<file path="config.mk">
export PLATFORM = sky130hd
export DESIGN_NAME = bin2bcd_seq
export DESIGN_NICKNAME = d
export VERILOG_FILES = /design/src/rtl/bcd_pkg.sv /design/src/rtl/bcd_digit_adj.sv /design/src/rtl/bin2bcd_seq.sv
export SDC_FILE = /design/constraint.sdc
export NUM_CORES = 1
export LEC_CHECK = 0
export ABC_CLOCK_PERIOD_IN_PS = 2600
export CORE_MARGIN = 5
export CORE_UTILIZATION = 45
export CTS_CLUSTER_DIAMETER = 150
export CTS_CLUSTER_SIZE = 10
export DETAILED_ROUTE_END_ITERATION = 7
export PLACE_DENSITY_LB_ADDON = 0.1
export SLEW_MARGIN = 20
export SYNTH_ARGS = -nofsm -noshare
export SYNTH_HDL_FRONTEND = slang
export SYNTH_SLANG_ARGS = --single-unit
export TNS_END_PERCENT = 20
</file>
<file path="constraint.sdc">
create_clock -name clk -period 2.6 [get_ports clk]
set_clock_uncertainty 0.1 [all_clocks]
set_input_delay 0.52 -clock clk [delete_from_list [all_inputs] [get_ports clk]]
set_output_delay 0.52 -clock clk [all_outputs]
set_load 0.01 [all_outputs]
</file>
<file path="src/rtl/bcd_pkg.sv">
// Shared types and helpers for the sequential binary-to-BCD converter.
//   state_e       : converter FSM states (IDLE, SHIFT, DONE)
//   BCD_DIGIT_W   : bits per BCD digit
//   digits_for()  : minimum decimal digit count for an unsigned bin_w-bit value
package bcd_pkg;

   localparam int unsigned BCD_DIGIT_W = 4;

   typedef enum logic [1:0] {
      IDLE  = 2'd0,
      SHIFT = 2'd1,
      DONE  = 2'd2
   } state_e;

   // Digits of 2^n - 1 = floor(n * log10(2)) + 1; 2^n is never a power of ten for n >= 1.
   function automatic int unsigned digits_for(input int unsigned bin_w);
      longint unsigned scaled;
      if (bin_w == 0) begin
         return 1;
      end
      scaled = longint'(bin_w) * 64'd3010299957;
      return int'(scaled / 64'd10000000000) + 1;
   endfunction

endpackage

</file>
<file path="src/rtl/bcd_digit_adj.sv">
// Combinational double-dabble digit corrector: digits >= 5 get +3 before the shift.
//   digit_i : current BCD digit
//   adj_c_o : corrected digit (4-bit add, carry discarded; valid digits never exceed 12)
module bcd_digit_adj
   import bcd_pkg::*;
(
   input  logic [BCD_DIGIT_W-1:0] digit_i,
   output logic [BCD_DIGIT_W-1:0] adj_c_o
);

   always_comb begin
      adj_c_o = digit_i;
      if (digit_i >= BCD_DIGIT_W'(5)) begin
         adj_c_o = digit_i + BCD_DIGIT_W'(3);
      end
   end

endmodule

</file>
<file path="src/rtl/bin2bcd_seq.sv">
// Sequential shift-and-add-3 binary-to-BCD converter with start/valid handshake.
//   clk, rst   : clock, synchronous active-high reset
//   start, bin : conversion request and operand, sampled only while idle
//   busy       : conversion in progress (start ignored)
//   out_valid  : one-cycle pulse with each new result
//   bcd_out    : packed result, digit 0 in [3:0]; sign_out / ovf qualify it
module bin2bcd_seq
   import bcd_pkg::*;
#(
   parameter int unsigned BIN_W  = 8,
   parameter int unsigned DIGITS = 3,
   parameter bit          SIGNED = 1'b0
) (
   input  logic                          clk,
   input  logic                          rst,
   input  logic                          start,
   input  logic [BIN_W-1:0]              bin,
   output logic                          busy,
   output logic                          out_valid,
   output logic [BCD_DIGIT_W*DIGITS-1:0] bcd_out,
   output logic                          sign_out,
   output logic                          ovf
);

   localparam int unsigned ACC_W = BCD_DIGIT_W * DIGITS;
   localparam int unsigned CNT_W = (BIN_W > 1) ? $clog2(BIN_W) : 1;

   state_e             state_q, state_d;
   logic [BIN_W-1:0]   mag_q, mag_d;
   logic [ACC_W-1:0]   acc_q, acc_d;
   logic [ACC_W-1:0]   adj_c;
   logic [CNT_W-1:0]   cnt_q, cnt_d;
   logic               neg_q, neg_d;
   logic               ovf_st_q, ovf_st_d;
   logic               spill_c;
   logic               busy_d, valid_d, sign_d, ovf_d;
   logic [ACC_W-1:0]   bcd_d;

   // Per-digit add-3 correction of the accumulator
   for (genvar g = 0; g < DIGITS; g++) begin : g_adj
      bcd_digit_adj u_adj (
         .digit_i (acc_q[g*BCD_DIGIT_W +: BCD_DIGIT_W]),
         .adj_c_o (adj_c[g*BCD_DIGIT_W +: BCD_DIGIT_W])
      );
   end

   // State register
   always_ff @(posedge clk) begin
      if (rst) begin
         state_q <= IDLE;
      end else begin
         state_q <= state_d;
      end
   end

   // Next-state logic
   always_comb begin
      state_d = state_q;
      unique case (state_q)
         IDLE:    if (start) state_d = SHIFT;
         SHIFT:   if (cnt_q == CNT_W'(BIN_W - 1)) state_d = DONE;
         DONE:    state_d = IDLE;
         default: state_d = IDLE;
      endcase
   end

   // Datapath and output next values
   always_comb begin
      mag_d    = mag_q;
      acc_d    = acc_q;
      cnt_d    = cnt_q;
      neg_d    = neg_q;
      ovf_st_d = ovf_st_q;
      spill_c  = 1'b0;
      bcd_d    = bcd_out;
      sign_d   = sign_out;
      ovf_d    = ovf;
      valid_d  = 1'b0;
      unique case (state_q)
         IDLE: begin
            if (start) begin
               // Modulo-2^BIN_W negate, so the most negative value maps to its magnitude
               if (SIGNED && bin[BIN_W-1]) begin
                  mag_d = BIN_W'(~bin) + BIN_W'(1);
               end else begin
                  mag_d = bin;
               end
               neg_d    = SIGNED & bin[BIN_W-1];
               acc_d    = '0;
               cnt_d    = '0;
               ovf_st_d = 1'b0;
            end
         end
         SHIFT: begin
            // Bit leaving the top digit means the value needs more than DIGITS digits
            {spill_c, acc_d} = {adj_c, mag_q[BIN_W-1]};
            mag_d    = {mag_q[BIN_W-2:0], 1'b0};
            ovf_st_d = ovf_st_q | spill_c;
            cnt_d    = cnt_q + CNT_W'(1);
         end
         DONE: begin
            bcd_d   = acc_q;
            sign_d  = neg_q;
            ovf_d   = ovf_st_q;
            valid_d = 1'b1;
         end
         default: ;
      endcase
      busy_d = (state_d != IDLE);
   end

   // Datapath and output registers
   always_ff @(posedge clk) begin
      if (rst) begin
         mag_q     <= '0;
         acc_q     <= '0;
         cnt_q     <= '0;
         neg_q     <= 1'b0;
         ovf_st_q  <= 1'b0;
         busy      <= 1'b0;
         out_valid <= 1'b0;
         bcd_out   <= '0;
         sign_out  <= 1'b0;
         ovf       <= 1'b0;
      end else begin
         mag_q     <= mag_d;
         acc_q     <= acc_d;
         cnt_q     <= cnt_d;
         neg_q     <= neg_d;
         ovf_st_q  <= ovf_st_d;
         busy      <= busy_d;
         out_valid <= valid_d;
         bcd_out   <= bcd_d;
         sign_out  <= sign_d;
         ovf       <= ovf_d;
      end
   end

endmodule

</file>
==> reports/results.txt, run 1 <==
The finished layout holds 291 standard cells, fillers aside. For the initial core utilization, the log shows 0.466. For the worst-skew pair, the clock arrives at the later sink with an insertion delay of 300 ps. Setup repair after global routing left no endpoint under its margin. The run gives 0 as the quantity of hold-fixing buffers added after cts. The tools report the count of unique library cells instantiated by Yosys as 35. For the peak clock frequency supported by timing, the log shows 0.541 GHz. The number of buffers and inverters on the critical path was 0.

For this design the static power due to leakage is 0.756 nW. The worst ir drop on vdd is 0.260 mV. Traced cell by cell, the critical path runs through and2b_1 > mux2i_1 > a211oi_1. The endpoint arrival time on the critical path was 1970 ps; the cell depth of the worst min-delay path was 2. Overall fraction of global-route tracks in use: 0.175. The number of rows in the core area came out at 23.

Leaving out fill and tap cells, the most frequent cells in the layout are sky130_fd_sc_hd__dfxtp_1, sky130_fd_sc_hd__nand2_1, sky130_fd_sc_hd__clkdlybuf4s50_1, sky130_fd_sc_hd__a21oi_1, sky130_fd_sc_hd__inv_1. Summed over all layers, the routed wires come to 4510 um. The number of detailed-routing iterations run before antenna repair is 4, and the fraction of final layout cells sized beyond drive strength 1 is 0.0664. At the pin with the least slew margin, the transition time is 576 ps.

The tools report the worst hold path endpoint as bcd_out[0]$_SDFFE_PP0P_. At the worst endpoint, the required time is 2720 ps. From synthesis to final layout, the design area changed by 19.9%.

Yosys mapped a number of flops with a built-in enable equal to 0. The share of synthesized flip-flops with an asynchronous set or reset is 0, and the power density over cell area is 524 nW/um^2. The starting DRC count in detailed routing is 129, and the number of buffers inserted during clock tree synthesis is 5. Along the worst path, the maximum fanout reaches 16. In the routed layout, each cell is associated on average with a via count of 5.52.

The most instantiated flip-flop cell in the synthesis netlist is sky130_fd_sc_hd__dfxtp_1. The core area is 4030 um^2, and the net count after synthesis is 236. The run gives 1,570 as the number of global-route vias before repair. The run gives 750 ps as the setup slack of the worst register-to-register path. Most common cell after layout, fill and taps aside: sky130_fd_sc_hd__dfxtp_1. After synthesis, the mean cell area works out to 8.65 um^2. The critical path is of the reg -> reg type. The startpoint identified for the worst register-to-register timing path is state_q[0]$_SDFF_PP0_. For the number of antenna violations at the first check in global routing, the log shows 0.

Final worst-path cycle share: 0.711. The repair_antennas step left the layout with diodes totalling 0. In this run the critical register-to-register path is captured at mag_q[2]$_SDFFE_PP0P_. The flow ran to the end, and the final reports show no timing, DRC or antenna violations. The number of top-level pins is 27, and the share of the yosys chip area belonging to registers is 0.437. The clock slew at the register clock pins of the worst setup and hold paths is 80 ps, and the count of cells resized by post-cts repair is 0.

The clock tree synthesis step divided the H-tree into 2 levels. The worst setup path is captured at a flip-flop. Counting I/O delays and the setup requirement, the final critical path takes 1850 ps. The clock tree root driver cell was sky130_fd_sc_hd__clkbuf_8.

The die covers 5570 um^2. The synthesized design contains 41 register bits. The number of cells on the worst reg-to-reg path is 3. The total overflow left after global routing is 0. The longest clock path from root to sink contains 2 buffers. The tool flagged a number of max-cap violations equal to 0. Measured along the x axis, the die boundary spans 74.6 um.

After detailed routing, the average wire length per cell comes to 15.5 um. The routed via count was 1,606; the worst max-slew margin expressed relative to the limit was 0.616. The y dimension of the die is 74.6 um.

The path class of the tightest hold or removal check is reg -> reg. TritonCTS built the clock tree. In the routed design, unresolved DRC markers number 0. In this run the remaining antenna-violating nets after routing total 0. The placer congestion estimate is 0.779, and the number of port buffers is 25. Cell count after synthesis: 217. The max-slew violation count is 0.

The total number of clock tree sinks is 41, and the number of endpoints failing setup at the final stage is 0. Including well taps, the total number of placed cells is 284. The largest net degree at the start of global routing was 19; the biggest cell delay along the critical path was 680 ps. Setup total negative slack on the finished layout was measured at 0 ps.

Detailed placement finished with a half-perimeter wire length of 3190 um. In the final design database the tool counted 260 nets. The mapped cell area was 1880 um^2.

On the critical path, the stage with the largest delay is an instance of sky130_fd_sc_hd__dfxtp_1. During synthesis, Yosys emitted a total of 0 warnings. The number of setup buffers added after CTS is 0. The startpoint identified for the worst hold timing path is bcd_out[0]$_SDFFE_PP0P_.

The first global-routing pass estimated 7360 um of wire. The worst setup path is launched from a flip-flop. In this design, the largest share of critical-path delay is due to flip-flops. Number of failing hold endpoints at the final stage: 0.
[kinds of logic after synthesis]
logic type	share of synthesized area
mux	0.0320
compound gates	0.213
simple gates	0.188
flops	0.437
other cells	0.00200
fa+ha+maj	0.0533
xor+xnor	0.00933
buf+inv	0.0653
[layer usage]
layer,wire (um),track usage,part of all wire
met1,2020,0.217,0.45
met2,2220,0.295,0.49
met3,183,0.0351,0.041
met4,86,0.0711,0.019
met5,0,0,0
[worst reg2reg max path, stage by stage (launching register included)]
cell and delay, ps:
sky130_fd_sc_hd__dfxtp_1 680, sky130_fd_sc_hd__and2b_1 580, sky130_fd_sc_hd__mux2i_1 170, sky130_fd_sc_hd__a211oi_1 250
[worst max path at each step]
stage | startpoint | to | depth (start not counted)
4_1_cts | state_q[0]$_SDFF_PP0_ | mag_q[2]$_SDFFE_PP0P_ | 3
2_1_floorplan | acc_q[8]$_SDFFE_PP0P_ | ovf_st_q$_SDFFE_PP0P_ | 5
5_1_grt | state_q[0]$_SDFF_PP0_ | mag_q[2]$_SDFFE_PP0P_ | 3
6_report | state_q[0]$_SDFF_PP0_ | mag_q[2]$_SDFFE_PP0P_ | 3
3_3_place_gp | rst | acc_q[9]$_SDFFE_PP0P_ | 5
3_5_place_dp | start | acc_q[4]$_SDFFE_PP0P_ | 4
[final cells by class]
class | instances | area [um^2]
timing repair buffer | 30 | 288
multi-input combinational | 147 | 935
tap | 50 | 62.6
sequential | 41 | 821
inverter | 16 | 60.1
fill | 377 | 1780
clock buffer | 7 | 86.3
[per-stage QoR]
step            util  cell area, um^2  hold slack, ps  worst slack (ps)  power [mW]
6_report       0.559             2250             360               751        1.18
5_1_grt        0.559             2250             384               568        1.22
4_1_cts        0.559             2250             358               758        1.18
3_5_place_dp   0.538             2170             348               632       0.765
3_3_place_gp   0.538             2170             345               713       0.760
2_1_floorplan      -             1880             345               961       0.728
[power by group]
part / leakage, nW / total (mW) / internal [mW] / switching (mW)
Sequential: 0.333 / 0.655 / 0.643 / 0.0129
Combinational: 0.379 / 0.0964 / 0.0460 / 0.0504
Clock: 0.0443 / 0.428 / 0.211 / 0.217
Total: 0.756 / 1.18 / 0.899 / 0.280
[sequential cells by signal, summed over array words and instances (netlist names)]
signal     flops
acc_q         12
bcd_out       12
busy           1
cnt_q          3
mag_q          8
out_valid      1
ovf            1
ovf_st_q       1
state_q        2
[Yosys cell counts, types with 2 or more instances]
| library cell | number | area (um^2) |
|---|---|---|
| sky130_fd_sc_hd__a32o_1 | 2 | 20.0 |
| sky130_fd_sc_hd__o21ai_0 | 7 | 35.0 |
| sky130_fd_sc_hd__a22oi_1 | 3 | 22.5 |
| sky130_fd_sc_hd__nand3_1 | 9 | 45.0 |
| sky130_fd_sc_hd__xnor2_1 | 2 | 17.5 |
| sky130_fd_sc_hd__o21a_1 | 3 | 22.5 |
| sky130_fd_sc_hd__buf_2 | 5 | 25.0 |
| sky130_fd_sc_hd__ha_1 | 8 | 100 |
| sky130_fd_sc_hd__o221a_2 | 2 | 22.5 |
| sky130_fd_sc_hd__inv_1 | 16 | 60.1 |
| sky130_fd_sc_hd__nor3b_1 | 2 | 15.0 |
| sky130_fd_sc_hd__nor4b_1 | 3 | 26.3 |
| sky130_fd_sc_hd__o2111ai_1 | 6 | 52.6 |
| sky130_fd_sc_hd__mux2i_1 | 6 | 60.1 |
| sky130_fd_sc_hd__nor2b_1 | 3 | 18.8 |
| sky130_fd_sc_hd__buf_4 | 2 | 15.0 |
| sky130_fd_sc_hd__a211oi_1 | 6 | 45.0 |
| sky130_fd_sc_hd__clkbuf_1 | 6 | 22.5 |
| sky130_fd_sc_hd__dfxtp_1 | 41 | 821 |
| sky130_fd_sc_hd__and2b_1 | 2 | 15.0 |
| sky130_fd_sc_hd__nor2_1 | 13 | 48.8 |
| sky130_fd_sc_hd__nand2_1 | 29 | 109 |
| sky130_fd_sc_hd__a21oi_1 | 20 | 100 |
| sky130_fd_sc_hd__o211ai_1 | 6 | 45.0 |
| sky130_fd_sc_hd__nand2b_1 | 5 | 31.3 |
(Power assumes the default switching activity.)
==> inputs of run 2 (changes only) <==
Settings changed: ABC_CLOCK_PERIOD_IN_PS 2600 to 1900.
Clock period 2.6 ns to 1.9 ns, I/O delays scaled along.
==> run 2 against run 1 <==
Net effect:
- critical path depth shrank 2
- total power rose by 36%
- sequential share of layout area shrank 0.68 points
- highest routed layer unchanged
==> reports/results.txt, run 2 (synthesized netlist as in run 1, its figures left out) <==
The flow ran to the end, and the final reports show no timing, DRC or antenna violations. For the number of detailed-routing iterations run before antenna repair, the log shows 4 (unchanged). For the endpoint arrival time on the critical path, the log shows 1170 ps (-800 ps). The total of fill cells in the finished design was 396 (+5.0%). The power density over cell area was 698 nW/um^2 (+33%); the clock slew at the register clock pins of the worst setup and hold paths was 70 ps (about the same). The quantity of hold-fixing buffers added after cts was 0 (unchanged). The post-CTS repair timing setup buffer count came out at 0 (unchanged).

The worst setup slack after placement was 86.6 ps (-545 ps). The worst setup path is captured at an output pin. The tools report the worst ir drop on vdd as 0.348 mV (+34%).

Overall fraction of global-route tracks in use: 0.177 (+0.00279). The max-slew violation count was 0 (unchanged). The first-pass GRT wire length is 7550 um (+2.5%), and the final critical path time including I/O delays and setup is 1650 ps.

The routed via count came out at 1,606 (unchanged). Number of buffers on the longest clock path: 2 (unchanged). The tools report the area enclosed by the die boundary as 5570 um^2 (unchanged). The worst hold path belongs to the class reg -> reg.

The number of buffers inserted during clock tree synthesis came out at 5 (unchanged). The number of nets still failing antenna checks after routing is 0 (unchanged). The logs give 295 (+1.4%) for the non-filler instance count after layout and 0.611 (-0.00548) for the worst max-slew margin expressed relative to the limit. The overall die width was 74.6 um (unchanged). The run gives 87 (-33%) as the starting DRC count in detailed routing.

The number of antenna violations at the first check in global routing came out at 0 (unchanged). The initial core utilization is 0.466 (unchanged), and the post-route DRC violation count is 0 (unchanged). The y dimension of the die is 74.6 um (unchanged), and the setup slack of the worst register-to-register path is 260 ps (-490 ps). The per-cell via count in the routed design works out to 5.44 (-1.4%). The actual slew at the worst max-slew pin came out at 584 ps (+8.21 ps). The total number of H-tree levels came out at 2 (unchanged). The total placed instance area was 2210 um^2 (+2.0%). The biggest cell delay along the critical path came out at 540 ps (-140 ps).

The worst setup path is of the reg -> out kind. The total negative slack is 0 ps (unchanged). The tightest hold margin is 356 ps (-3.11 ps), and the number of cells on the worst reg-to-reg path is 5 (+2).

The number of top-level pins was 27 (unchanged). The multi-input combinational cell area was 935 um^2 (unchanged). The max-cap violation count was 0 (unchanged); the final worst-path cycle share was 0.866. The number of buffers and inverters on the critical path was 1 (+1); the average wire per cell in the routed design was 14.9 um (-4.2%).

Estimated wirelength of the detail-placed design: 3300 um (+3.6%). The run gives 0 (unchanged) as the number of endpoints failing setup at the final stage. Element type at the critical path start: a flip-flop.

The leakage power figure is 0.782 nW (+3.5%). The logs give 0 (unchanged) for the number of diodes added for antenna fixing and 1420 ps (-1300 ps) for the required time at the endpoint of the critical path. Worst hold path endpoint: bcd_out[7]$_SDFFE_PP0P_. Setup repair after global routing left no endpoint under its margin.

The sequential cell area in the final layout was 821 um^2 (unchanged); the finished layout cell area was 2290 um^2 (+1.9%). From synthesis to final layout, the design area changed by 22.2%. The final worst-path setup slack was 255 ps (-497 ps). The most common cell after layout, fill and taps aside is sky130_fd_sc_hd__dfxtp_1. The clock tree root driver cell is sky130_fd_sc_hd__clkbuf_8.

The signal on the critical path passes through clkdlybuf4s50_1. The global route total overflow was 0 (unchanged); the fraction of final layout cells sized beyond drive strength 1 was 0.0816 (+0.0152). The endpoint of the most critical register-to-register path was acc_q[8]$_SDFFE_PP0P_. The placer congestion estimate came out at 0.817 (+4.9%). For this design, the slowest cell found on the critical path is sky130_fd_sc_hd__clkdlybuf4s50_1.

Number of rows in the core area: 23 (unchanged). The cell depth of the worst min-delay path is 2 (unchanged). In this run the critical register-to-register path is launched from acc_q[4]$_SDFFE_PP0P_. The number of port buffers was 25 (unchanged); the largest net degree at the start of global routing was 25 (+6). For the core area, the log shows 4030 um^2 (unchanged). Among cell families on the critical path, the largest total delay comes from buffers and inverters. The run gives 0.608 GHz as the peak clock frequency supported by timing.

TritonCTS built the clock tree. For the clock network latency to the later pin of the worst-skew pair, the log shows 290 ps (about the same). The total number of clock tree sinks is 41 (unchanged), and the placed instance count is 288 (+1.4%). The tools report the number of failing hold endpoints at the final stage as 0 (unchanged).

In this run the most critical hold path is launched from bcd_out[7]$_SDFFE_PP0P_. The largest registers in the layout are acc_q x12, bcd_out x12, mag_q x8. For the count of cells resized by post-cts repair, the log shows 0 (unchanged). In the layout the commonest cells are sky130_fd_sc_hd__dfxtp_1, sky130_fd_sc_hd__nand2_1, sky130_fd_sc_hd__clkdlybuf4s50_1, sky130_fd_sc_hd__a21oi_1, sky130_fd_sc_hd__inv_1. The number of global-route vias before repair was 1,632 (+3.9%); the maximum fanout along the worst path was 2 (-14). The final layout net count is 264 (+1.5%), and the routed wire length is 4380 um (-2.9%).
==> run 2: changes by cell type in the layout (fill, tap and decap cells not counted), sizes merged <==
cell / delta
buf: +4
==> run 2: worst max-delay path by stage <==
stage                                 start                    end  slack (ps)  cells after the start
floorplan             acc_q[8]$_SDFFE_PP0P_  ovf_st_q$_SDFFE_PP0P_         260                      5
global placement                      start  acc_q[8]$_SDFFE_PP0P_         160                      4
detailed placement                    start  acc_q[8]$_SDFFE_PP0P_          90                      4
CTS                 bcd_out[4]$_SDFFE_PP0P_             bcd_out[4]         240                      1
global route          acc_q[8]$_SDFFE_PP0P_  ovf_st_q$_SDFFE_PP0P_         160                      5
finish              bcd_out[4]$_SDFFE_PP0P_             bcd_out[4]         250                      1
==> run 2: report_power, final <==
part           internal [mW]  switching (mW)  total, mW
registers              0.880          0.0132      0.893
clock network          0.288           0.281      0.569
logic                 0.0669          0.0731      0.140
==> run 2: layout make-up <==
cell class / count / area share
inverter: 16 / 0.0262
multi-input combinational: 147 / 0.407
sequential: 41 / 0.358
tap: 50 / 0.0273
timing repair buffer: 34 / 0.144
clock buffer: 7 / 0.0376
==> run 2: metrics by stage <==
step	util	total power, mW
floorplan	-	0.996
finish	0.570	1.60
detailed placement	0.548	1.05
global route	0.570	1.68
CTS	0.570	1.62
global placement	0.548	1.04
==> run 2: routing by layer <==
metal | track usage | vias to the layer above | share of wire
li1 | - | 813 | -
met4 | 0.0751 | 0 | 0.020
met2 | 0.300 | 24 | 0.50
met5 | 0 | - | 0
met3 | 0.0338 | 9 | 0.038
met1 | 0.220 | 760 | 0.44
==> run 2: worst min-delay path, stage by stage, from the launching register on <==
cell and delay (ps):
sky130_fd_sc_hd__dfxtp_1 310, sky130_fd_sc_hd__nand2_1 50, sky130_fd_sc_hd__a21oi_1 50
